### config.mk
export PLATFORM = sky130hd
export DESIGN_NAME = cam_stream_gen
export DESIGN_NICKNAME = d
export VERILOG_FILES = /design/src/rtl/cam_stream_pkg.sv /design/src/rtl/cam_pattern_gen.sv /design/src/rtl/cam_stream_gen.sv
export SDC_FILE = /design/constraint.sdc
export NUM_CORES = 1
export LEC_CHECK = 0
export CAP_MARGIN = 20
export CORE_MARGIN = 4
export CORE_UTILIZATION = 54
export CTS_BUF_LIST = sky130_fd_sc_hd__clkbuf_16
export CTS_CLUSTER_DIAMETER = 60
export CTS_CLUSTER_SIZE = 8
export DETAILED_ROUTE_END_ITERATION = 12
export HOLD_SLACK_MARGIN = 0.05
export PLACE_DENSITY = 0.78
export SLEW_MARGIN = 20
export SYNTH_ARGS = -nofsm -noshare
export SYNTH_HDL_FRONTEND = slang
export SYNTH_HIERARCHICAL = 1
export SYNTH_SLANG_ARGS = --single-unit
### constraint.sdc
create_clock -name CLOCK -period 8.93 [get_ports CLOCK]
set_input_delay 2.2325 -clock CLOCK [delete_from_list [all_inputs] [get_ports CLOCK]]
set_output_delay 2.2325 -clock CLOCK [all_outputs]
set_load 0.005 [all_outputs]
### src/rtl/cam_stream_pkg.sv
`default_nettype none
// ============================================================================
//  Module      : cam_stream_pkg
//  Description : Shared types and constants for the parallel camera-bus
//                test-pattern transmitter (FSM states, pattern codes,
//                RGB565 bar colours, stripe band height).
//  Revision    : 1.0 - initial release
// ============================================================================
package cam_stream_pkg;

    // Transmitter frame/line sequencing states
    typedef enum logic [2:0] {
        ST_IDLE   = 3'd0,
        ST_VSYNC  = 3'd1,
        ST_VBP    = 3'd2,
        ST_ACTIVE = 3'd3,
        ST_HBLANK = 3'd4,
        ST_VFP    = 3'd5
    } cam_state_t;

    // PATTERN_SEL encodings
    localparam logic [1:0] PAT_SOLID  = 2'd0;
    localparam logic [1:0] PAT_BARS   = 2'd1;
    localparam logic [1:0] PAT_STRIPE = 2'd2;
    localparam logic [1:0] PAT_GRAD   = 2'd3;

    // RGB565 colour-bar palette, left to right
    localparam logic [15:0] RGB_WHITE   = 16'hFFFF;
    localparam logic [15:0] RGB_YELLOW  = 16'hFFE0;
    localparam logic [15:0] RGB_CYAN    = 16'h07FF;
    localparam logic [15:0] RGB_GREEN   = 16'h07E0;
    localparam logic [15:0] RGB_MAGENTA = 16'hF81F;
    localparam logic [15:0] RGB_RED     = 16'hF800;
    localparam logic [15:0] RGB_BLUE    = 16'h001F;
    localparam logic [15:0] RGB_BLACK   = 16'h0000;

    // Rows per stripe band; the stripe shifts by SLOPE once per band
    localparam int STRIPE_BAND = 12;

endpackage
`default_nettype wire

### src/rtl/cam_pattern_gen.sv
`default_nettype none
// ============================================================================
//  Module      : cam_pattern_gen
//  Description : Combinational RGB565 pixel function of (x, row) and the
//                frame-latched pattern controls.
//  Revision    : 1.0 - initial release
// ============================================================================
module cam_pattern_gen
    import cam_stream_pkg::*;
#(
    parameter int WIDTH = 176
) (
    input  logic [7:0]  i_x,
    input  logic [7:0]  i_row,
    input  logic [1:0]  i_pat_sel,
    input  logic [15:0] i_color,
    input  logic [7:0]  i_line_x,
    input  logic [2:0]  i_slope,
    output logic [15:0] o_pix
);

    localparam logic [7:0] c_BAR_W     = 8'(WIDTH / 8);
    localparam logic [7:0] c_BAND      = 8'(STRIPE_BAND);
    localparam logic [9:0] c_START_MAX = 10'(WIDTH - 4);

    logic [7:0]  w_bar;
    logic [15:0] w_bar_pix;
    logic [9:0]  w_band;
    logic [9:0]  w_slope;
    logic [9:0]  w_start_raw;
    logic [9:0]  w_start;
    logic [9:0]  w_x;
    logic        w_in_stripe;

    // Colour bars: eight equal-width bars selected by column
    always_comb begin
        w_bar = i_x / c_BAR_W;
        case (w_bar)
            8'd0:    w_bar_pix = RGB_WHITE;
            8'd1:    w_bar_pix = RGB_YELLOW;
            8'd2:    w_bar_pix = RGB_CYAN;
            8'd3:    w_bar_pix = RGB_GREEN;
            8'd4:    w_bar_pix = RGB_MAGENTA;
            8'd5:    w_bar_pix = RGB_RED;
            8'd6:    w_bar_pix = RGB_BLUE;
            default: w_bar_pix = RGB_BLACK;
        endcase
    end

    // Slanted stripe: 10-bit two's-complement start, clamped so all four
    // stripe columns stay on the line
    always_comb begin
        w_band      = {2'b00, i_row / c_BAND};
        w_slope     = {{7{i_slope[2]}}, i_slope};
        w_start_raw = {2'b00, i_line_x} + w_slope * w_band;
        if (w_start_raw[9]) begin
            w_start = 10'd0;
        end else if (w_start_raw > c_START_MAX) begin
            w_start = c_START_MAX;
        end else begin
            w_start = w_start_raw;
        end
        w_x         = {2'b00, i_x};
        w_in_stripe = (w_x >= w_start) && (w_x < w_start + 10'd4);
    end

    // Final pattern select
    always_comb begin
        case (i_pat_sel)
            PAT_SOLID:  o_pix = i_color;
            PAT_BARS:   o_pix = w_bar_pix;
            PAT_STRIPE: o_pix = w_in_stripe ? 16'hFFFF : 16'h0000;
            default:    o_pix = {i_x[7:3], i_row[7:2], i_x[4:0] ^ i_row[4:0]};
        endcase
    end

endmodule
`default_nettype wire

### src/rtl/cam_stream_gen.sv
`default_nettype none
// ============================================================================
//  Module      : cam_stream_gen
//  Description : OV7670-style parallel pixel-bus transmitter (PCLK, VSYNC,
//                HREF, 8-bit DATA, RGB565 low byte first) producing
//                continuous test frames.
//  Revision    : 1.0 - initial release
// ============================================================================
module cam_stream_gen
    import cam_stream_pkg::*;
#(
    parameter int WIDTH     = 176,
    parameter int HEIGHT    = 144,
    parameter int VS_LINES  = 3,
    parameter int VBP_LINES = 17,
    parameter int VFP_LINES = 10,
    parameter int H_BLANK   = 144
) (
    input  logic        CLOCK,
    input  logic        RESET,
    input  logic        ENABLE,
    input  logic [1:0]  PATTERN_SEL,
    input  logic [15:0] COLOR,
    input  logic [7:0]  LINE_X,
    input  logic [2:0]  SLOPE,
    output logic        PCLK_OUT,
    output logic        VSYNC,
    output logic        HREF,
    output logic [7:0]  DATA,
    output logic        FRAME_DONE
);

    localparam int c_ACT_BYTES  = 2 * WIDTH;
    localparam int c_LINE_BYTES = c_ACT_BYTES + H_BLANK;
    localparam int c_BW         = $clog2(c_LINE_BYTES);
    localparam int c_VMAX0      = (VS_LINES > VBP_LINES) ? VS_LINES : VBP_LINES;
    localparam int c_VMAX       = (c_VMAX0 > VFP_LINES) ? c_VMAX0 : VFP_LINES;
    localparam int c_LW         = (c_VMAX > 1) ? $clog2(c_VMAX) : 1;
    localparam int c_RW         = (HEIGHT > 1) ? $clog2(HEIGHT) : 1;

    localparam logic [c_BW-1:0] c_BYTE_LAST = c_BW'(c_LINE_BYTES - 1);
    localparam logic [c_BW-1:0] c_ACT_LAST  = c_BW'(c_ACT_BYTES - 1);
    localparam logic [c_BW-1:0] c_HB_FIRST  = c_BW'(c_ACT_BYTES);
    localparam logic [c_LW-1:0] c_VS_LAST   = c_LW'(VS_LINES - 1);
    localparam logic [c_LW-1:0] c_VBP_LAST  = c_LW'(VBP_LINES - 1);
    localparam logic [c_LW-1:0] c_VFP_LAST  = c_LW'(VFP_LINES - 1);
    localparam logic [c_RW-1:0] c_ROW_LAST  = c_RW'(HEIGHT - 1);

    cam_state_t      r_state, w_state_nxt;
    logic            r_phase;
    logic [c_BW-1:0] r_bcnt, w_bcnt_nxt, w_bcnt_step;
    logic [c_LW-1:0] r_lcnt, w_lcnt_nxt;
    logic [c_RW-1:0] r_row, w_row_nxt;
    logic            w_line_end;
    logic            w_latch;

    logic [1:0]      r_pat_sel;
    logic [15:0]     r_color;
    logic [7:0]      r_line_x;
    logic [2:0]      r_slope;
    logic [15:0]     w_pix;

    // State, byte/line/row counters and the PCLK phase
    always_ff @(posedge CLOCK) begin
        if (RESET) begin
            r_phase <= 1'b0;
            r_state <= ST_IDLE;
            r_bcnt  <= '0;
            r_lcnt  <= '0;
            r_row   <= '0;
        end else begin
            r_phase <= ~r_phase;
            r_state <= w_state_nxt;
            r_bcnt  <= w_bcnt_nxt;
            r_lcnt  <= w_lcnt_nxt;
            r_row   <= w_row_nxt;
        end
    end

    // Pattern controls captured only when a frame enters VSYNC
    always_ff @(posedge CLOCK) begin
        if (RESET) begin
            r_pat_sel <= '0;
            r_color   <= '0;
            r_line_x  <= '0;
            r_slope   <= '0;
        end else if (w_latch) begin
            r_pat_sel <= PATTERN_SEL;
            r_color   <= COLOR;
            r_line_x  <= LINE_X;
            r_slope   <= SLOPE;
        end
    end

    assign w_line_end  = (r_bcnt == c_BYTE_LAST);
    assign w_bcnt_step = w_line_end ? '0 : r_bcnt + c_BW'(1);

    // Next state: everything advances only at the phase-1 -> phase-0 boundary
    always_comb begin
        w_state_nxt = r_state;
        w_bcnt_nxt  = r_bcnt;
        w_lcnt_nxt  = r_lcnt;
        w_row_nxt   = r_row;
        w_latch     = 1'b0;
        if (r_phase) begin
            case (r_state)
                ST_IDLE: begin
                    if (ENABLE) begin
                        w_state_nxt = ST_VSYNC;
                        w_bcnt_nxt  = '0;
                        w_lcnt_nxt  = '0;
                        w_latch     = 1'b1;
                    end
                end
                ST_VSYNC: begin
                    w_bcnt_nxt = w_bcnt_step;
                    if (w_line_end) begin
                        if (r_lcnt == c_VS_LAST) begin
                            w_state_nxt = ST_VBP;
                            w_lcnt_nxt  = '0;
                        end else begin
                            w_lcnt_nxt = r_lcnt + c_LW'(1);
                        end
                    end
                end
                ST_VBP: begin
                    w_bcnt_nxt = w_bcnt_step;
                    if (w_line_end) begin
                        if (r_lcnt == c_VBP_LAST) begin
                            w_state_nxt = ST_ACTIVE;
                            w_lcnt_nxt  = '0;
                            w_row_nxt   = '0;
                        end else begin
                            w_lcnt_nxt = r_lcnt + c_LW'(1);
                        end
                    end
                end
                ST_ACTIVE: begin
                    w_bcnt_nxt = w_bcnt_step;
                    if (r_bcnt == c_ACT_LAST) begin
                        w_state_nxt = ST_HBLANK;
                    end
                end
                ST_HBLANK: begin
                    w_bcnt_nxt = w_bcnt_step;
                    if (w_line_end) begin
                        if (r_row == c_ROW_LAST) begin
                            w_state_nxt = ST_VFP;
                            w_lcnt_nxt  = '0;
                        end else begin
                            w_state_nxt = ST_ACTIVE;
                            w_row_nxt   = r_row + c_RW'(1);
                        end
                    end
                end
                ST_VFP: begin
                    w_bcnt_nxt = w_bcnt_step;
                    if (w_line_end) begin
                        if (r_lcnt == c_VFP_LAST) begin
                            w_lcnt_nxt = '0;
                            if (ENABLE) begin
                                w_state_nxt = ST_VSYNC;
                                w_latch     = 1'b1;
                            end else begin
                                w_state_nxt = ST_IDLE;
                            end
                        end else begin
                            w_lcnt_nxt = r_lcnt + c_LW'(1);
                        end
                    end
                end
                default: begin
                    w_state_nxt = ST_IDLE;
                    w_bcnt_nxt  = '0;
                    w_lcnt_nxt  = '0;
                    w_row_nxt   = '0;
                end
            endcase
        end
    end

    cam_pattern_gen #(
        .WIDTH (WIDTH)
    ) u_pattern (
        .i_x       (8'(r_bcnt >> 1)),
        .i_row     (8'(r_row)),
        .i_pat_sel (r_pat_sel),
        .i_color   (r_color),
        .i_line_x  (r_line_x),
        .i_slope   (r_slope),
        .o_pix     (w_pix)
    );

    // Bus outputs decode registered state, so they only move at phase 0
    always_comb begin
        PCLK_OUT   = r_phase;
        VSYNC      = (r_state == ST_VSYNC);
        HREF       = (r_state == ST_ACTIVE);
        DATA       = (r_state == ST_ACTIVE) ? (r_bcnt[0] ? w_pix[15:8] : w_pix[7:0]) : 8'h00;
        FRAME_DONE = (r_state == ST_HBLANK) && (r_bcnt == c_HB_FIRST) &&
                     (r_row == c_ROW_LAST) && !r_phase;
    end

endmodule
`default_nettype wire

==> results of run 1 <==
==> cell type report <==
cell class                 instances  area share
clock buffer                       5      0.0194
clock inverter                     3     0.00253
inverter                          40      0.0233
multi-input combinational        509       0.616
sequential                        55       0.173
tap                              111      0.0216
timing repair buffer             109       0.144
==> cell usage in the layout (no fill, tap or decap), types with 5 or more instances in the layout <==
cell type,n
sky130_fd_sc_hd__inv_1,37
sky130_fd_sc_hd__mux2i_1,38
sky130_fd_sc_hd__o211ai_1,5
sky130_fd_sc_hd__buf_6,5
sky130_fd_sc_hd__a211oi_1,5
sky130_fd_sc_hd__nand2b_1,10
sky130_fd_sc_hd__nand3_1,17
sky130_fd_sc_hd__a211oi_2,9
sky130_fd_sc_hd__fa_1,9
sky130_fd_sc_hd__buf_4,59
sky130_fd_sc_hd__clkdlybuf4s50_1,34
sky130_fd_sc_hd__clkbuf_16,6
sky130_fd_sc_hd__nor3_1,15
sky130_fd_sc_hd__a21oi_2,11
sky130_fd_sc_hd__nor2b_1,9
sky130_fd_sc_hd__a21oi_1,21
sky130_fd_sc_hd__dfxtp_1,51
sky130_fd_sc_hd__a31oi_1,12
sky130_fd_sc_hd__nand4_1,12
sky130_fd_sc_hd__nand2_1,55
sky130_fd_sc_hd__nor2_1,70
sky130_fd_sc_hd__o21ai_0,15
sky130_fd_sc_hd__ha_1,36
sky130_fd_sc_hd__buf_2,9
sky130_fd_sc_hd__xor2_1,12
sky130_fd_sc_hd__xnor2_1,5
sky130_fd_sc_hd__and3_1,5
sky130_fd_sc_hd__o21ai_1,16
==> repair_timing <==
action / CTS / global route
hold endpoints to repair: 0 / 0
gates resized for setup: 99 / 16
endpoints found under the setup margin: 8 / 8
pin swaps: 37 / 11
setup buffers: 15 / 1
gates cloned: 1 / 0
==> state kept, by name, indices dropped and copies added (netlist names) <==
signal	count
r_bcnt	9
r_state	3
r_pat_sel	2
PCLK_OUT	1
r_color	16
r_row	8
r_lcnt	5
r_line_x	8
r_slope	3
==> metal layers <==
| layer | share of wire | vias to the layer above | GRT usage |
|---|---|---|---|
| met5 | 0 | - | 0 |
| met4 | 0.019 | 0 | 0.0609 |
| met3 | 0.057 | 24 | 0.0352 |
| met2 | 0.50 | 190 | 0.476 |
| met1 | 0.42 | 2481 | 0.337 |
| li1 | - | 2473 | - |
==> power by group through the flow <==
stage / clock network, mW / logic [mW] / registers [mW]
after floorplan: 0 / 0.312 / 0.285
after global placement: 0 / 0.402 / 0.307
after detailed placement: 0 / 0.417 / 0.308
after CTS: 0.196 / 0.465 / 0.303
after global routing: 0.205 / 0.529 / 0.309
final: 0.194 / 0.485 / 0.305
==> critical path, delay by kind of cell (launching register included) <==
family	cells	cell delay, ns
XOR/XNOR	2	0.37
AO/OA/AOI/OAI	12	1.88
flip-flops	1	0.37
multiplexers	1	0.10
adder cells (fa/ha/maj)	7	2.35
buffers and inverters	6	0.65
AND/OR/NAND/NOR	7	0.92
==> metrics by stage <==
stage | util | TNS [ns]
2_1_floorplan | - | 0
3_3_place_gp | 0.640 | -3.11
3_5_place_dp | 0.640 | -3.88
4_1_cts | 0.693 | -0.608
5_1_grt | 0.700 | -4.41
6_report | 0.700 | -1.35
==> synthesized netlist by cell type (12+ instances only) <==
cell                        n
sky130_fd_sc_hd__nor2_1    73
sky130_fd_sc_hd__nand2_1   57
sky130_fd_sc_hd__dfxtp_1   55
sky130_fd_sc_hd__ha_1      40
sky130_fd_sc_hd__inv_1     38
sky130_fd_sc_hd__mux2i_1   38
sky130_fd_sc_hd__a21oi_1   33
sky130_fd_sc_hd__clkbuf_1  20
sky130_fd_sc_hd__o21ai_0   20
sky130_fd_sc_hd__nand3_1   18
sky130_fd_sc_hd__nor3_1    16
sky130_fd_sc_hd__o21ai_1   14
sky130_fd_sc_hd__a211oi_1  13
sky130_fd_sc_hd__a31oi_1   13
sky130_fd_sc_hd__nand2b_1  13
sky130_fd_sc_hd__nor2b_1   13
sky130_fd_sc_hd__xor2_1    13
sky130_fd_sc_hd__nand4_1   12
==> worst max-delay path by stage <==
stage,startpoint,to,slack (ns),cells after the start
3_3_place_gp,r_row[5],DATA[3],-0.44,29
2_1_floorplan,r_row[6],DATA[0],0.02,32
5_1_grt,r_row[6],DATA[7],-0.63,34
4_1_cts,r_row[6],DATA[3],-0.12,33
6_report,r_row[7],DATA[7],-0.23,35
3_5_place_dp,r_row[5],DATA[3],-0.61,29
==> cells by family after synthesis <==
group                      count (synthesis)  share of synthesized area
muxes                                     38                     0.0749
adders and majority gates                 50                      0.138
buffers and inverters                     78                     0.0675
AOI/OAI and AO/OA                        157                      0.220
DFF                                       55                      0.217
xor gates and xnor gates                  21                     0.0377
and+or+nand+nor                          243                      0.245
==> key figures, run 1 <==
Placement
  • Placed inst area: about 5900 um2
  • Worst-case setup slack after placement: -0.613 ns
  • Count of placed standard cells including taps: 809
  • Number of buffer cells added on primary ports: between 40 and 50
  • Final estimated routing congestion in global placement: 0.925
  • HPWL reported at the end of detailed placement: between 10000 and 15000 um

CTS
  • Deepest clock path buffer count: 2
  • Clock slew seen by the registers of the worst setup and hold paths: 0.08 ns
  • CTS root buffer: sky130_fd_sc_hd__clkbuf_16
  • Clock insertion delay at the later pin of the skew report: 0.29 ns
  • Num CTS Buffers: 5
  • Deepest level of the CTS H-tree: 2
  • Post-CTS Hold Fix Bufs: 0
  • TritonCTS clock tree: built
  • Sinks on the clock net: 55

Timing
  • Crit share post-route: 1.03
  • Unrepaired setup endpoints after global routing: true
  • # setup viols final: 8
  • Number of pins with negative max-slew slack in the final report: 0
  • Setup skew after layout: 0.00778 ns
  • Post-layout min period: 9.16 ns
  • Fmax: 109 MHz
  • Final-layout worst hold slack: 0.499 ns
  • Final Hold Violating Endpoints: 0
  • Setup slack after layout: -0.226 ns
  • Slew headroom: 0.391
  • Worst-margin pin slew: 0.912 ns

Route
  • Violation count after the first detailed-route iteration: 436
  • First-pass DRT Iterations: 5
  • Post-route ant nets: 0
  • Via total after detailed routing: 5168
  • Wirelength, routed: roughly 15000 um
  • Via density: about 6.2
  • Drt drc: 0
  • Average wire per standard cell: 17.7 um

Floorplan
  • Die area: 11000 um2
  • Die extent in x: 105 um
  • Die Height: between 100 and 150 um
  • Placement row count: 35
  • I/O pin total: 44
  • Starting density of the core: 0.552
  • Core Region: roughly 9200 um2

Setup path
  • Max incr delay on CP: 0.51 ns
  • Critical path fanouts, max: 7
  • Type of element launching the critical path: flip-flop
  • Worst endpoint required time: 6.70 ns
  • Crit path max-delay cell type: sky130_fd_sc_hd__fa_1
  • Critical Setup Path Class: flip-flop to output port
  • Critical path capture point type: output port
  • R2r worst-path depth: 6
  • Flop-to-flop setup slack: between 6 and 7 ns
  • Beginning of the worst register-to-register path: r_bcnt[5]
  • Signal arrival time at the worst endpoint: 6.92 ns
  • RR Endpoint: r_line_x[2]

Global routing
  • Via count of the first global-routing pass: 5049
  • Antenna violations before repair: 0
  • Maximum number of pins on one net before global-route repair: 31
  • Global Route Usage Sum: 0.265
  • Total grt overflow: 0
  • Global-route wire length before repair: between 20000 and 25000 um

Status
  • Result of the run: finished, violations left
  • Failing checks: negative setup slack

Worst hold path
  • Worst Hold End: r_line_x[6]
  • Kind of path behind the tightest hold check: flip-flop to flip-flop
  • Number of instances on the worst hold path: 2
  • Hold_sp: r_line_x[6]

Yosys
  • Share of flip-flops with an asynchronous set or reset after synthesis: 0
  • Post-Syn Area: about 5100 um2
  • Top cells by area in the synthesized netlist: sky130_fd_sc_hd__dfxtp_1, sky130_fd_sc_hd__ha_1, sky130_fd_sc_hd__mux2i_1
  • Top_reg_cell synth: sky130_fd_sc_hd__dfxtp_1
  • Yosys warns: 6
  • Post-synth EDFFs: 0
  • Number of nets in the synthesized netlist: 724
  • Mean cell area of the mapped netlist: slightly below 8 um2
  • Synth cell types: 79
  • Register area share after synthesis: 0.217
  • Mapped Cells: 642
  • Share of the synthesized area in the top cell type: 0.217
  • Cell accounting for the most synthesized area: sky130_fd_sc_hd__dfxtp_1
  • Synth Register Bits: 55

Power
  • Lkg Pwr: 2.75 nW
  • Share of total power consumed by net switching: 0.406
  • Clock group share of total power: 0.197
  • Switching power: 0.399 mW
  • PnR Total Power: 0.983 mW
  • Portion of total power attributed to sequential cells: 0.310
  • Comb pwr share: 0.493
  • Worst vdd rail ir drop: ~0.00011 V
  • Pint: about 0.58 mW
  • Power density of the placed cells: 153 nW/um2

Layout
  • Antenna cells: 0
  • Area of combinational cells with multiple inputs: 3960 um2
  • Final layout net count: about 800
  • Final cell count without fillers: 832
  • Design area: around 6400 um2
  • Fraction of layout instances using a drive strength above 1: 0.225
  • Area added between synthesis and finish: 26.7%
  • Fill cell instance count of the final layout: between 600 and 700
  • Sequential cell area: 1110 um2

Run
  • Max capacitance violation total: 0
Note: power is estimated with default switching activity, not from simulation.
==> inputs of run 2 (changes only) <==
Settings changed: CTS_CLUSTER_SIZE 8 to 24.
==> results of run 2 <==
The final DEF is identical to that of run 1; final timing and power are the same.
==> edit (config.mk and constraints of run 1) <==
The parameter `VBP_LINES` goes from 17 to 34.
--- a/src/rtl/cam_stream_gen.sv
+++ b/src/rtl/cam_stream_gen.sv
@@ -12,7 +12,7 @@
     parameter int WIDTH     = 176,
     parameter int HEIGHT    = 144,
     parameter int VS_LINES  = 3,
-    parameter int VBP_LINES = 17,
+    parameter int VBP_LINES = 34,
     parameter int VFP_LINES = 10,
     parameter int H_BLANK   = 144
 ) (
Formal check against the unedited RTL: no difference found for any inputs over 10 cycles, from zero or initial values and one cycle with RESET high; that may be too few to reach the edited logic, so the function may still have changed.
==> edit against run 1 <==
  * Highest routed layer unchanged
  * Non-clock buffer count decreased by 1
  * Register-to-register slack got worse by 0.34 ns
  * First-iteration DRC count decreased by 24%
  * Utilization increased by 2.1 points
  * Critical path depth unchanged
  * Area after synthesis decreased by 1.2%
  * Worst setup slack got worse by 0.21 ns
  * Routed wire length decreased by 0.59%
  * Critical path type unchanged
  * Power increased by 5.3%
  * Sequential cell count increased by 1
  * The flow still finishes with violations (setup timing)
  * Cell area decreased by 0.35%
==> edit: results (changes against run 1) <==
* Post-CTS setup repair buffer count at 12 (was 15)
* Rel. slew slack at 33.9% (was 39.1%)
* Failing checks: setup timing (unchanged)
* Net count, final at 794 (was 802)
* Syn nets at 712 (was 724)
* Synth cell types at 80 (was 79)
* M1 WL at 5900 um (was 6220 um)
* Global Route met1 Usage at 31.9% (was 33.7%)
* DP Worst Slack at -0.538 ns (was -0.613 ns)
* Detailed Route WL at 14,700 um (about the same)
* Placed insts at 796 (was 809)
* Synth cell count leaders: 81 x nor2_1, 56 x dfxtp_1, 53 x nand2_1 (was 73 x nor2_1, 57 x nand2_1, 55 x dfxtp_1)
* Peak VDD IR at 0.0000970 V (was 0.000108 V)
* Status: finished, violations left (unchanged)
* PostCTS Resize Cnt at 89 (was 99)
* Vias/cell at 6.10 (was 6.21)
* Post-route setup slack at -0.440 ns (was -0.226 ns)
* Routed length per instance at 17.8 um (was 17.7 um)
* P_leak at 2.55 nW (was 2.75 nW)
* Vias in the first global route at 4,787 (was 5,049)
* Final setup viols at 8 (unchanged)
* Final RePlAce weighted congestion at 0.878 (was 0.925)
* Share of cells above drive strength 1 at 23.2% (was 22.5%)
* Setup TNS at -2.76 ns (was -1.35 ns)
* First-pass GRT wire length at 23,200 um (was 24,600 um)
* WL met3 at 1080 um (was 838 um)
* R2r setup slk at 5.89 ns (was 6.23 ns)
* Clk_skew at 0.00566 ns (was 0.00778 ns)
* DRT iter0 DRCs at 333 (was 436)
* Worst path arrival time at 7.14 ns (was 6.92 ns)
edit: cell types whose count changed in the layout (fill, tap and decap cells not counted), moves of 5 or more:
cell	delta
nor2_1	+8
o21ai_1	-9
xnor2_1	+11
buf_4	-5
inv_1	+5
o21ai_0	+6
edit: worst paths after layout:
| path | from | end | cells past startpoint |
|---|---|---|---|
| max | r_row[5] | DATA[1] | 35 |
| min | PCLK_OUT | PCLK_OUT | 1 |
| max reg2reg | r_bcnt[5] | r_color[6] | 7 |
| min reg2reg | PCLK_OUT | PCLK_OUT | 1 |
edit: final cells by class:
| cell class | count | area [um^2] |
|---|---|---|
| well taps | 108 | 135 |
| clock buffers | 5 | 125 |
| flip-flops and latches | 56 | 1140 |
| clock inverters | 3 | 17.5 |
| inverters | 45 | 169 |
| fillers | 638 | 2480 |
| multi-input cells | 497 | 3880 |
| repair buffers | 108 | 951 |
edit: power by group through the flow:
| stage | logic (mW) | clock network, mW | registers, mW |
|---|---|---|---|
| 2_1_floorplan | 0.330 | 0 | 0.294 |
| 3_3_place_gp | 0.418 | 0 | 0.322 |
| 3_5_place_dp | 0.435 | 0 | 0.324 |
| 4_1_cts | 0.478 | 0.203 | 0.318 |
| 5_1_grt | 0.562 | 0.213 | 0.324 |
| 6_report | 0.517 | 0.200 | 0.319 |
edit: cells by family (layout without fill, tap and decap cells):
| kind of cell | Yosys count | after routing | synth area share, % |
|---|---|---|---|
| AOI/OAI and AO/OA | 138 | 138 | 20.0 |
| and+or+nand+nor | 242 | 242 | 24.3 |
| xor gates and xnor gates | 28 | 28 | 5.04 |
| buffers and inverters | 78 | 161 | 6.58 |
| muxes | 40 | 40 | 7.98 |
| adders and majority gates | 49 | 49 | 13.7 |
| DFF | 56 | 56 | 22.3 |
